[config.mk]
export PLATFORM = sky130hd
export DESIGN_NAME = kbd_event_queue
export DESIGN_NICKNAME = d
export VERILOG_FILES = /design/src/rtl/kbd_pkg.sv /design/src/rtl/kbd_fifo.sv /design/src/rtl/kbd_event_queue.sv
export SDC_FILE = /design/constraint.sdc
export NUM_CORES = 1
export LEC_CHECK = 0
export ABC_AREA = 1
export BUFFER_PORTS_ARGS = -buffer_cell sky130_fd_sc_hd__buf_4
export CELL_PAD_IN_SITES_DETAIL_PLACEMENT = 0
export CELL_PAD_IN_SITES_GLOBAL_PLACEMENT = 1
export CORE_ASPECT_RATIO = 1.1
export CORE_MARGIN = 2
export CORE_UTILIZATION = 45
export CTS_CLUSTER_SIZE = 40
export DETAILED_ROUTE_END_ITERATION = 8
export PLACE_DENSITY_LB_ADDON = 0.1
export SYNTH_ARGS = -nofsm -noshare
export SYNTH_HDL_FRONTEND = slang
export SYNTH_SLANG_ARGS = --single-unit
[constraint.sdc]
create_clock -name clk50 -period 5.2 [get_ports clk50]
set_clock_uncertainty 0.15 [all_clocks]
set_input_delay 1.04 -clock clk50 [delete_from_list [all_inputs] [get_ports clk50]]
set_output_delay 1.04 -clock clk50 [all_outputs]
set_load 0.005 [all_outputs]
[src/rtl/kbd_pkg.sv]
// rtl/kbd_pkg.sv - PS/2 set-2 prefix constants, event layout and decoder state type
package kbd_pkg;

    localparam logic [7:0] PS2_PFX_EXT   = 8'hE0;
    localparam logic [7:0] PS2_PFX_BRK   = 8'hF0;
    localparam logic [7:0] PS2_PFX_PAUSE = 8'hE1;

    // Controller status bytes: ack, echo, resend, self-test passed
    localparam logic [7:0] PS2_STAT_ACK    = 8'hFA;
    localparam logic [7:0] PS2_STAT_ECHO   = 8'hEE;
    localparam logic [7:0] PS2_STAT_RESEND = 8'hFE;
    localparam logic [7:0] PS2_STAT_BAT_OK = 8'hAA;

    localparam int EVT_BRK = 15;
    localparam int EVT_EXT = 14;

    localparam logic [15:0] PAUSE_EVENT = 16'h40E1;
    localparam logic [2:0]  PAUSE_SKIP  = 3'd7;

    typedef enum logic [2:0] {
        IDLE,
        EXT,
        BRK,
        EXT_BRK,
        PAUSE
    } kbd_dec_state_t;

    function automatic logic is_status_byte(input logic [7:0] b);
        return (b == PS2_STAT_ACK) || (b == PS2_STAT_ECHO) ||
               (b == PS2_STAT_RESEND) || (b == PS2_STAT_BAT_OK);
    endfunction

endpackage

[src/rtl/kbd_fifo.sv]
// rtl/kbd_fifo.sv - generic show-ahead synchronous FIFO with separate occupancy count
module kbd_fifo #(
    parameter int WIDTH  = 16,
    parameter int ADDR_W = 4,
    parameter int DEPTH  = 1 << ADDR_W
) (
    input  logic              clk,
    input  logic              rst,
    input  logic              push,
    input  logic [WIDTH-1:0]  wdata,
    input  logic              pop,
    input  logic              clear,
    output logic [WIDTH-1:0]  rdata,
    output logic              full,
    output logic              empty,
    output logic [ADDR_W:0]   count
);

    logic [WIDTH-1:0]  mem [DEPTH];
    logic [ADDR_W-1:0] wr_ptr;
    logic [ADDR_W-1:0] rd_ptr;
    logic              pop_ok;
    logic              push_ok;

    assign empty   = (count == '0);
    assign full    = (count == (ADDR_W+1)'(DEPTH));
    assign pop_ok  = pop && !empty;
    // A full queue still accepts a push when the head leaves on the same edge
    assign push_ok = push && (!full || pop_ok);

    always_ff @(posedge clk or posedge rst) begin
        if (rst) begin
            wr_ptr <= '0;
            rd_ptr <= '0;
            count  <= '0;
        end else if (clear) begin
            wr_ptr <= '0;
            rd_ptr <= '0;
            count  <= '0;
        end else begin
            if (push_ok) wr_ptr <= wr_ptr + 1'b1;
            if (pop_ok)  rd_ptr <= rd_ptr + 1'b1;
            case ({push_ok, pop_ok})
                2'b10:   count <= count + 1'b1;
                2'b01:   count <= count - 1'b1;
                default: count <= count;
            endcase
        end
    end

    always_ff @(posedge clk) begin
        if (push_ok && !clear) mem[wr_ptr] <= wdata;
    end

    assign rdata = empty ? '0 : mem[rd_ptr];

endmodule

[src/rtl/kbd_event_queue.sv]
// rtl/kbd_event_queue.sv - folds PS/2 prefix bytes into key events and queues them for the CPU
module kbd_event_queue
    import kbd_pkg::*;
#(
    parameter int DEPTH   = 16,
    parameter int ADDR_W  = 4,
    parameter int TIMEOUT = 1048576
) (
    input  logic              clk50,
    input  logic              rst,
    input  logic [7:0]        ps2_data,
    input  logic              ps2_data_en,
    input  logic              clear,
    input  logic              rd_en,
    output logic [15:0]       rd_data,
    output logic              rd_valid,
    output logic [ADDR_W:0]   count,
    output logic              overflow,
    output logic              irq
);

    localparam int TMO_W = $clog2(TIMEOUT + 1);

    kbd_dec_state_t state;
    kbd_dec_state_t state_next;
    logic [2:0]       skip;
    logic [TMO_W-1:0] tmo_cnt;
    logic             tmo_hit;
    logic             evt_valid;
    logic [15:0]      evt_data;
    logic             fifo_full;
    logic             fifo_empty;
    logic             pop_ok;

    assign tmo_hit = (state != IDLE) && !ps2_data_en &&
                     (tmo_cnt == TMO_W'(TIMEOUT - 1));

    always_ff @(posedge clk50 or posedge rst) begin
        if (rst)        state <= IDLE;
        else if (clear) state <= IDLE;
        else            state <= state_next;
    end

    always_comb begin
        state_next = state;
        if (ps2_data_en) begin
            case (state)
                IDLE: begin
                    if (ps2_data == PS2_PFX_EXT)        state_next = EXT;
                    else if (ps2_data == PS2_PFX_BRK)   state_next = BRK;
                    else if (ps2_data == PS2_PFX_PAUSE) state_next = PAUSE;
                end
                EXT: begin
                    if (ps2_data == PS2_PFX_BRK)       state_next = EXT_BRK;
                    else if (ps2_data != PS2_PFX_EXT)  state_next = IDLE;
                end
                BRK, EXT_BRK: state_next = IDLE;
                PAUSE:   if (skip == 3'd1) state_next = IDLE;
                default: state_next = IDLE;
            endcase
        end else if (tmo_hit) begin
            state_next = IDLE;
        end
    end

    // Mealy output: the event is pushed on the same edge that samples its final byte
    always_comb begin
        evt_valid = 1'b0;
        evt_data  = {8'h00, ps2_data};
        if (ps2_data_en) begin
            case (state)
                IDLE: evt_valid = !is_status_byte(ps2_data) &&
                                  (ps2_data != PS2_PFX_EXT) &&
                                  (ps2_data != PS2_PFX_BRK) &&
                                  (ps2_data != PS2_PFX_PAUSE);
                EXT: begin
                    evt_valid          = (ps2_data != PS2_PFX_BRK) && (ps2_data != PS2_PFX_EXT);
                    evt_data[EVT_EXT]  = 1'b1;
                end
                BRK: begin
                    evt_valid          = 1'b1;
                    evt_data[EVT_BRK]  = 1'b1;
                end
                EXT_BRK: begin
                    evt_valid          = 1'b1;
                    evt_data[EVT_BRK]  = 1'b1;
                    evt_data[EVT_EXT]  = 1'b1;
                end
                PAUSE: begin
                    evt_valid = (skip == 3'd1);
                    evt_data  = PAUSE_EVENT;
                end
                default: evt_valid = 1'b0;
            endcase
        end
    end

    always_ff @(posedge clk50 or posedge rst) begin
        if (rst) begin
            skip <= '0;
        end else if (ps2_data_en) begin
            if (state == IDLE && ps2_data == PS2_PFX_PAUSE) skip <= PAUSE_SKIP;
            else if (state == PAUSE)                        skip <= skip - 3'd1;
        end
    end

    always_ff @(posedge clk50 or posedge rst) begin
        if (rst)                                            tmo_cnt <= '0;
        else if (clear || state == IDLE || ps2_data_en || tmo_hit) tmo_cnt <= '0;
        else                                                tmo_cnt <= tmo_cnt + 1'b1;
    end

    kbd_fifo #(
        .WIDTH  (16),
        .ADDR_W (ADDR_W),
        .DEPTH  (DEPTH)
    ) u_fifo (
        .clk   (clk50),
        .rst   (rst),
        .push  (evt_valid),
        .wdata (evt_data),
        .pop   (rd_en),
        .clear (clear),
        .rdata (rd_data),
        .full  (fifo_full),
        .empty (fifo_empty),
        .count (count)
    );

    assign rd_valid = !fifo_empty;
    assign pop_ok   = rd_en && !fifo_empty;

    always_ff @(posedge clk50 or posedge rst) begin
        if (rst) begin
            overflow <= 1'b0;
            irq      <= 1'b0;
        end else begin
            irq <= !clear && fifo_empty && evt_valid;
            if (clear)
                overflow <= 1'b0;
            else if (evt_valid && fifo_full && !pop_ok)
                overflow <= 1'b1;
        end
    end

endmodule

==> results of run 1 <==
-- cells in the mapped netlist --
cell type,number
clkinv_2,2
nand2_1,78
clkbuf_1,29
a211oi_1,1
nor2_4,1
or2_2,5
inv_2,2
nand2_2,3
nor3_2,1
nor2_1,153
nand4_2,1
o21ai_1,1
buf_2,6
a22o_1,1
nand3b_1,2
xor2_1,11
o22ai_1,16
a21oi_1,15
buf_4,7
nor3b_1,3
o21ai_2,1
inv_1,52
nor3_1,20
o2111a_1,1
dfrtp_1,42
ha_1,11
or2_1,1
o21bai_1,2
clkinv_1,1
a21oi_4,1
nand2_4,4
o21a_1,2
xnor2_1,3
nand3_1,29
o21ai_0,98
nor2_2,4
edfxtp_1,160
conb_1,1
nand4_1,14
fa_1,1
o221ai_1,24
-- area by class of cell --
type,instances,area [µm²],share of cell area (%)
flip-flops and latches,202,5857,57.54
multi-input cells,514,2669,26.22
clock buffers,24,579.3,5.691
repair buffers,52,390.4,3.835
well taps,247,309.0,3.036
inverters,57,216.5,2.127
clock inverters,16,157.7,1.549
-- flip-flops by register name, summed over array words and instances (netlist names) --
name           flops
u_fifo.mem       160
tmo_cnt           21
u_fifo.count       5
u_fifo.rd_ptr      4
u_fifo.wr_ptr      4
skip               3
state              3
irq                1
overflow           1
-- per-stage QoR --
| step | cells | worst slack, ns | power [W] | util, % |
|---|---|---|---|---|
| detailed placement | 1072 | 1.634 | 0.002857 | 49.10 |
| CTS | 1112 | 1.105 | 0.004423 | 52.93 |
| floorplan | 815 | 2.101 | 0.002467 | - |
| finish | 1112 | 1.139 | 0.004382 | 52.93 |
| global route | 1112 | 0.8796 | 0.004606 | 52.93 |
| global placement | 1072 | 1.636 | 0.002843 | 49.10 |
-- power by group --
group          switching (W)  leakage [nW]  total, W  internal (W)
clock network       0.000612         0.349   0.00156      0.000951
logic               0.000652          1.41  0.000983      0.000331
registers          0.0000333          2.02   0.00184       0.00180
total                0.00130          3.78   0.00438       0.00308
-- worst min path at each step --
stage                          start         end
after global routing      tmo_cnt[0]  tmo_cnt[0]
after global placement    tmo_cnt[0]  tmo_cnt[0]
after detailed placement  tmo_cnt[0]  tmo_cnt[0]
after floorplan           tmo_cnt[0]  tmo_cnt[0]
after CTS                 tmo_cnt[0]  tmo_cnt[0]
final                     tmo_cnt[0]  tmo_cnt[0]
-- logic make-up (layout without fill, tap and decap cells) --
group           after synthesis  in the layout
flops                       202            202
other cells                   1              6
simple gates                319            319
buf+inv                      99            149
xor+xnor                     14             14
compound gates              163            163
fa+ha+maj                    12             12
-- metal layers --
layer	share of wire, %	global-route usage (%)	routed length, µm
met1	43	27.86	9521
met2	50	37.38	10950
met3	5.3	3.174	1167
met4	1.7	4.643	381
met5	0	0	0
-- worst max-delay path: cells and delay by family, from the launching register on --
kind,cells,cell delay (ns)
buf+inv,3,1.23
compound gates,4,0.55
flops,1,0.37
simple gates,2,0.21
==> impl_metrics.yaml, run 1 <==
power:
  p_per_area_mw_per_mm2: 430.5
  vdd_drop_max_mv: 0.2263
  leakage_nw: 3.779
grt:
  grt_max_degree: 83
  gr-total-overflow: 0
  grt_pass1_wl_mm: 34.12
  grt_pass1_vias: 5936
  track_usage_pct: 21.10
  antenna_found_initial: 0
routing:
  drt_first_pass_iters: 4
  drt-total-wl_mm: 22.02
  vias: 6151
  vias_per_cell: 5.531
  drc: 0
  antenna_left: 0
  drt_iter0_drc: 602
  wire_per_inst_um: 19.80
cells_and_area:
  nets: 874
  layout_common_cells: "edfxtp_1 (160), nor2_1 (153), o21ai_0 (98)"
  layout-area-overhead-vs-synth_pct: 14.26
  fill_cells: 1696
  layout-drive-gt1-share_pct: 12.95
  antenna_cells: 0
  final_common_cell: "edfxtp_1"
  final_area_mm2: 0.01018
worst_setup_path:
  endpoint_kind: "output pin"
  crit_chain: "inv_1 > buf_4 > o21ai_0 > o22ai_1 > nor2_1 > nor2_1 > o21ai_0 > a21oi_1 > buf_4"
  slowest_delay_ns: 0.79
  critPathKind: "reg2out"
  worstSetupStartpointType: "flop"
  crit_start: "u_fifo.rd_ptr[1]"
  slowest_stage: "inv_1"
  cp.arrival_ns: 2.87
  endpoint: "rd_data[0]"
  required_ns: 4.01
  reg2reg_from: "u_fifo.count[0]"
  r2r_setup_slack_ns: 2.28
  path_max_fanout: 29
  ff2ff_path_depth: 17
  timing.rr.end: "u_fifo.count[4]"
floorplanning:
  fp.dieH_um: 151.6
  row_count: 53
  core_mm2: 0.01923
  initial_utilization_pct: 46.32
  die-area_mm2: 0.02094
  pin_count: 37
  die_x_um: 138.2
cts:
  cts_tree: "built"
  cts_max_level: 1
  worstSkewPairLatency_ns: 0.50
  clkTransAtPathRegs_ns: 0.06
  cts_made_buffers: 22
  post-cts-setup-buffer-count: 0
  clock_sinks: 202
  cts_max_path_buffers: 3
  cts_resized: 0
  root_buffer: "clkbuf_16"
  cts_hold_buf: 0
yosys:
  synth_top_cell_area_share_pct: 53.93
  syn_avg_cell_area_um2: 11.00
  synth_cell_types: 41
  netlist_area_mm2: 0.008909
  synth-xor-area-share_pct: 1.376
  syn_inst: 810
  synthTopCellsByArea: "edfxtp_1 (54%), dfrtp_1 (12%), nor2_1 (6.4%), o21ai_0 (5.5%), nand2_1 (3.3%)"
  synth-seq-cells: 202
  yosys.area.top_type: "edfxtp_1"
  synth_compound_area_share_pct: 10.81
  synth-simple-area-share_pct: 15.69
  synth.mux.area_fraction_pct: 0
  synth-adder-area-share_pct: 1.770
  synth-seq-area-share_pct: 65.73
  synth_top_family_by_area: "simple AND/OR/NAND/NOR gates"
  yosys_warnings: 0
min_path:
  hold_path_depth: 1
  min_path_type: "reg2reg"
timing:
  hold_violations: 0
  hold_ws_ns: 0.3081
  fmax_mhz: 246.2
  min_period_over_period_pct: 78.10
  maxSlewViolCount: 0
  fin_crit_ns: 4.061
  tightest_slew_ns: 1.095
  rsz0062_at_grt: "no"
  max_slew_margin_pct: 26.91
  tns_ns: 0
  setup_violations: 0
place:
  place_congestion: 0.8454
  dpl.hpwl_mm: 13.59
  port-buffer-count: 30
  place_area_mm2: 0.009442
status:
  outcome: "finished clean"
run:
  maxCapViolations: 0
Power figures use the tool's default switching activity.
==> run 2: changes to the inputs <==
--- a/config.mk
+++ b/config.mk
@@ -5,7 +5,7 @@
 export SDC_FILE = /design/constraint.sdc
 export NUM_CORES = 1
 export LEC_CHECK = 0
-export ABC_AREA = 1
+export ABC_AREA = 0
 export BUFFER_PORTS_ARGS = -buffer_cell sky130_fd_sc_hd__buf_4
 export CELL_PAD_IN_SITES_DETAIL_PLACEMENT = 0
 export CELL_PAD_IN_SITES_GLOBAL_PLACEMENT = 1
==> constraint.sdc (replaced) <==
create_clock -name clk50 -period 3.3 [get_ports clk50]
set_clock_uncertainty 0.15 [all_clocks]
set_input_delay 0.66 -clock clk50 [delete_from_list [all_inputs] [get_ports clk50]]
set_output_delay 0.66 -clock clk50 [all_outputs]
set_load 0.005 [all_outputs]
==> impl_metrics.yaml, run 2 <==
grt:
  antenna_found_initial: 0
  track_usage_pct: 18.98
  grt_pass1_wl_mm: 29.26
  grt_pass1_vias: 5189
  grt_max_degree: 43
  gr-total-overflow: 0
cts:
  cts_max_level: 1
  cts_tree: "built"
  cts_made_buffers: 22
  clkTransAtPathRegs_ns: 0.06
  cts_max_path_buffers: 3
  clock_sinks: 202
  root_buffer: "clkbuf_16"
  worstSkewPairLatency_ns: 0.50
yosys:
  synth_top_cell_area_share_pct: 55.28
  synth-seq-cells: 202
  synth.most_common_cell: "edfxtp_1"
  synthTopCellsByArea: "edfxtp_1 (55%), mux4_2 (13%), dfrtp_1 (12%), nor2_1 (1.9%), ha_1 (1.6%)"
  yosys.area.top_type: "edfxtp_1"
  synth-edff-count: 160
  netlist_area_mm2: 0.008691
  synth-xor-area-share_pct: 2.519
  syn_inst: 536
  synth_compound_area_share_pct: 3.383
  yosys_warnings: 0
  synth-adder-area-share_pct: 1.814
  yosys_most_used_dff: "edfxtp_1"
  synth-seq-area-share_pct: 67.38
  syn_avg_cell_area_um2: 16.21
  synthArstFlopShare_pct: 20.79
  synth-simple-area-share_pct: 9.415
  synth.mux.area_fraction_pct: 13.25
  yosys-top-cells-count: "edfxtp_1 (160), mux4_2 (50), nor2_1 (44)"
  synth_cell_types: 55
  synth_top_family_by_area: "multiplexers"
cells_and_area:
  largest_register: "u_fifo.mem"
  antenna_cells: 0
  multi_input_area_mm2: 0.002739
  layout_common_cells: "edfxtp_1 (160), buf_4 (80), mux4_2 (50)"
  layout-area-overhead-vs-synth_pct: 20.20
  nets: 654
  layout-drive-gt1-share_pct: 31.68
  fill_cells: 1508
  final_common_cell: "edfxtp_1"
  reg_top3: "u_fifo.mem (160), tmo_cnt (21), u_fifo.count (5)"
  largest_reg_flops: 160
  regArea_mm2: 0.005858
place:
  dpl.hpwl_mm: 12.33
  pre_cts_ws_ns: -0.4451
  place_congestion: 0.7559
  port-buffer-count: 30
power:
  power.total_w: 0.006826
  p_per_area_mw_per_mm2: 653.5
  leakage_nw: 3.704
  vdd_drop_max_mv: 0.4665
worst_setup_path:
  r2r_setup_slack_ns: 0.19
  crit_chain: "buf_12 > buf_12 > mux4_2 > mux4_2 > and2_1 > buf_4"
  slowest_delay_ns: 0.53
  cp.arrival_ns: 2.54
  critPathBufInv: 3
  endpoint_kind: "output pin"
  worstSetupStartpointType: "flop"
  slowest_stage: "mux4_2"
  critPathTopFamily: "multiplexers"
  critPathKind: "reg2out"
  path_max_fanout: 11
  required_ns: 2.49
timing:
  fmax_mhz: 298.9
  finalWorstSetupSlack_ns: -0.04581
  setup_violations: 10
  maxSlewViolCount: 0
  min_period_over_period_pct: 101.4
  fin_crit_ns: 3.346
  hold_violations: 0
  max_slew_margin_pct: 24.72
  tightest_slew_ns: 1.127
  rsz0062_at_grt: "yes"
routing:
  vias: 4917
  drt_first_pass_iters: 5
  drc: 0
  vias_per_cell: 5.519
  antenna_left: 0
  drt_iter0_drc: 262
  drt-total-wl_mm: 18.35
  wire_per_inst_um: 20.60
floorplanning:
  row_count: 53
  initial_utilization_pct: 45.66
  pin_count: 37
  core_mm2: 0.01903
  die_x_um: 136.5
  die-area_mm2: 0.02044
  fp.dieH_um: 149.8
run:
  maxCapViolations: 0
status:
  violations: "negative setup slack"
  outcome: "complete, but fails checks"
min_path:
  min_path_type: "in2async"
## run 2: cell types whose count changed after synthesis, moves of 16 or more
cell / change
o21ai_0: -90
nand2_1: -59
nor2_1: -109
o221ai_1: -24
mux4_2: +50
inv_1: -37
o22ai_1: -16
## run 2: metal layers
| layer | track usage (%) | vias up | part of all wire, % |
|---|---|---|---|
| li1 | - | 2241 | - |
| met1 | 24.88 | 2554 | 42 |
| met2 | 33.28 | 97 | 52 |
| met3 | 2.879 | 25 | 3.9 |
| met4 | 4.635 | 0 | 1.5 |
| met5 | 0 | - | 0 |
## run 2: path summary, 6_finish.rpt
| kind | startpoint | end | cells after the start |
|---|---|---|---|
| min in group clk50 | tmo_cnt[0] | tmo_cnt[0] | 1 |
| max in group asynchronous | rst | u_fifo.rd_ptr[1] | 3 |
| setup / recovery | u_fifo.rd_ptr[0] | rd_data[14] | 6 |
| hold / removal | rst | u_fifo.wr_ptr[2] | 3 |
| hold reg to reg | tmo_cnt[0] | tmo_cnt[0] | 1 |
| setup reg to reg | u_fifo.count[2] | u_fifo.count[4] | 11 |
## run 2: worst reg2reg max path, stage by stage (launching register included)
cell and delay [ns]:
dfrtp_1 0.42, or4_1 0.54, or2_2 0.31, nand2_1 0.11, a21oi_2 0.06, buf_4 0.18, ha_1 0.29, a21o_1 0.13
a21oi_2 0.06, or4_1 0.43, a32oi_1 0.25, a21oi_2 0.08
## run 2: cell families after synthesis
group                    Yosys count
buffers and inverters             43
adder cells (fa/ha/maj)           12
other                              1
AO/OA/AOI/OAI                     43
XOR/XNOR                          25
flip-flops                       202
multiplexers                      52
AND/OR/NAND/NOR                  158
## run 2: timing repair
| item | in CTS | in global routing |
|---|---|---|
| endpoints found under the setup margin | 20 | 61 |
| cloned | 3 | 0 |
| resized for setup | 13 | 5 |
| buffers inserted | 5 | 1 |
| pin swaps | 0 | 5 |
| hold buffers | 0 | 0 |
## run 2: stage by stage
step,area (µm²),std cells,hold WS (ns),utilization (%),TNS (ns)
after detailed placement,9580,843,0.3623,50.34,-19.00
after global routing,10450,891,0.1877,54.89,-1.071
final,10450,891,0.1398,54.89,-0.2900
after global placement,9580,843,0.3490,50.34,-13.00
after CTS,10410,890,0.1558,54.70,-0.4560
after floorplan,8731,541,0.3247,-,-0.2521
## run 2: layout make-up
| cell class | count | area share (%) |
|---|---|---|
| multi-input cells | 296 | 26.22 |
| clock buffers | 27 | 5.653 |
| clock inverters | 12 | 0.6228 |
| well taps | 247 | 2.958 |
| inverters | 15 | 0.5390 |
| flip-flops and latches | 202 | 56.08 |
| repair buffers | 92 | 7.929 |
## run 2: power breakdown
part           internal (W)  switching (W)
clock network       0.00127       0.000949
registers           0.00285      0.0000646
logic              0.000932       0.000759
total               0.00505        0.00177
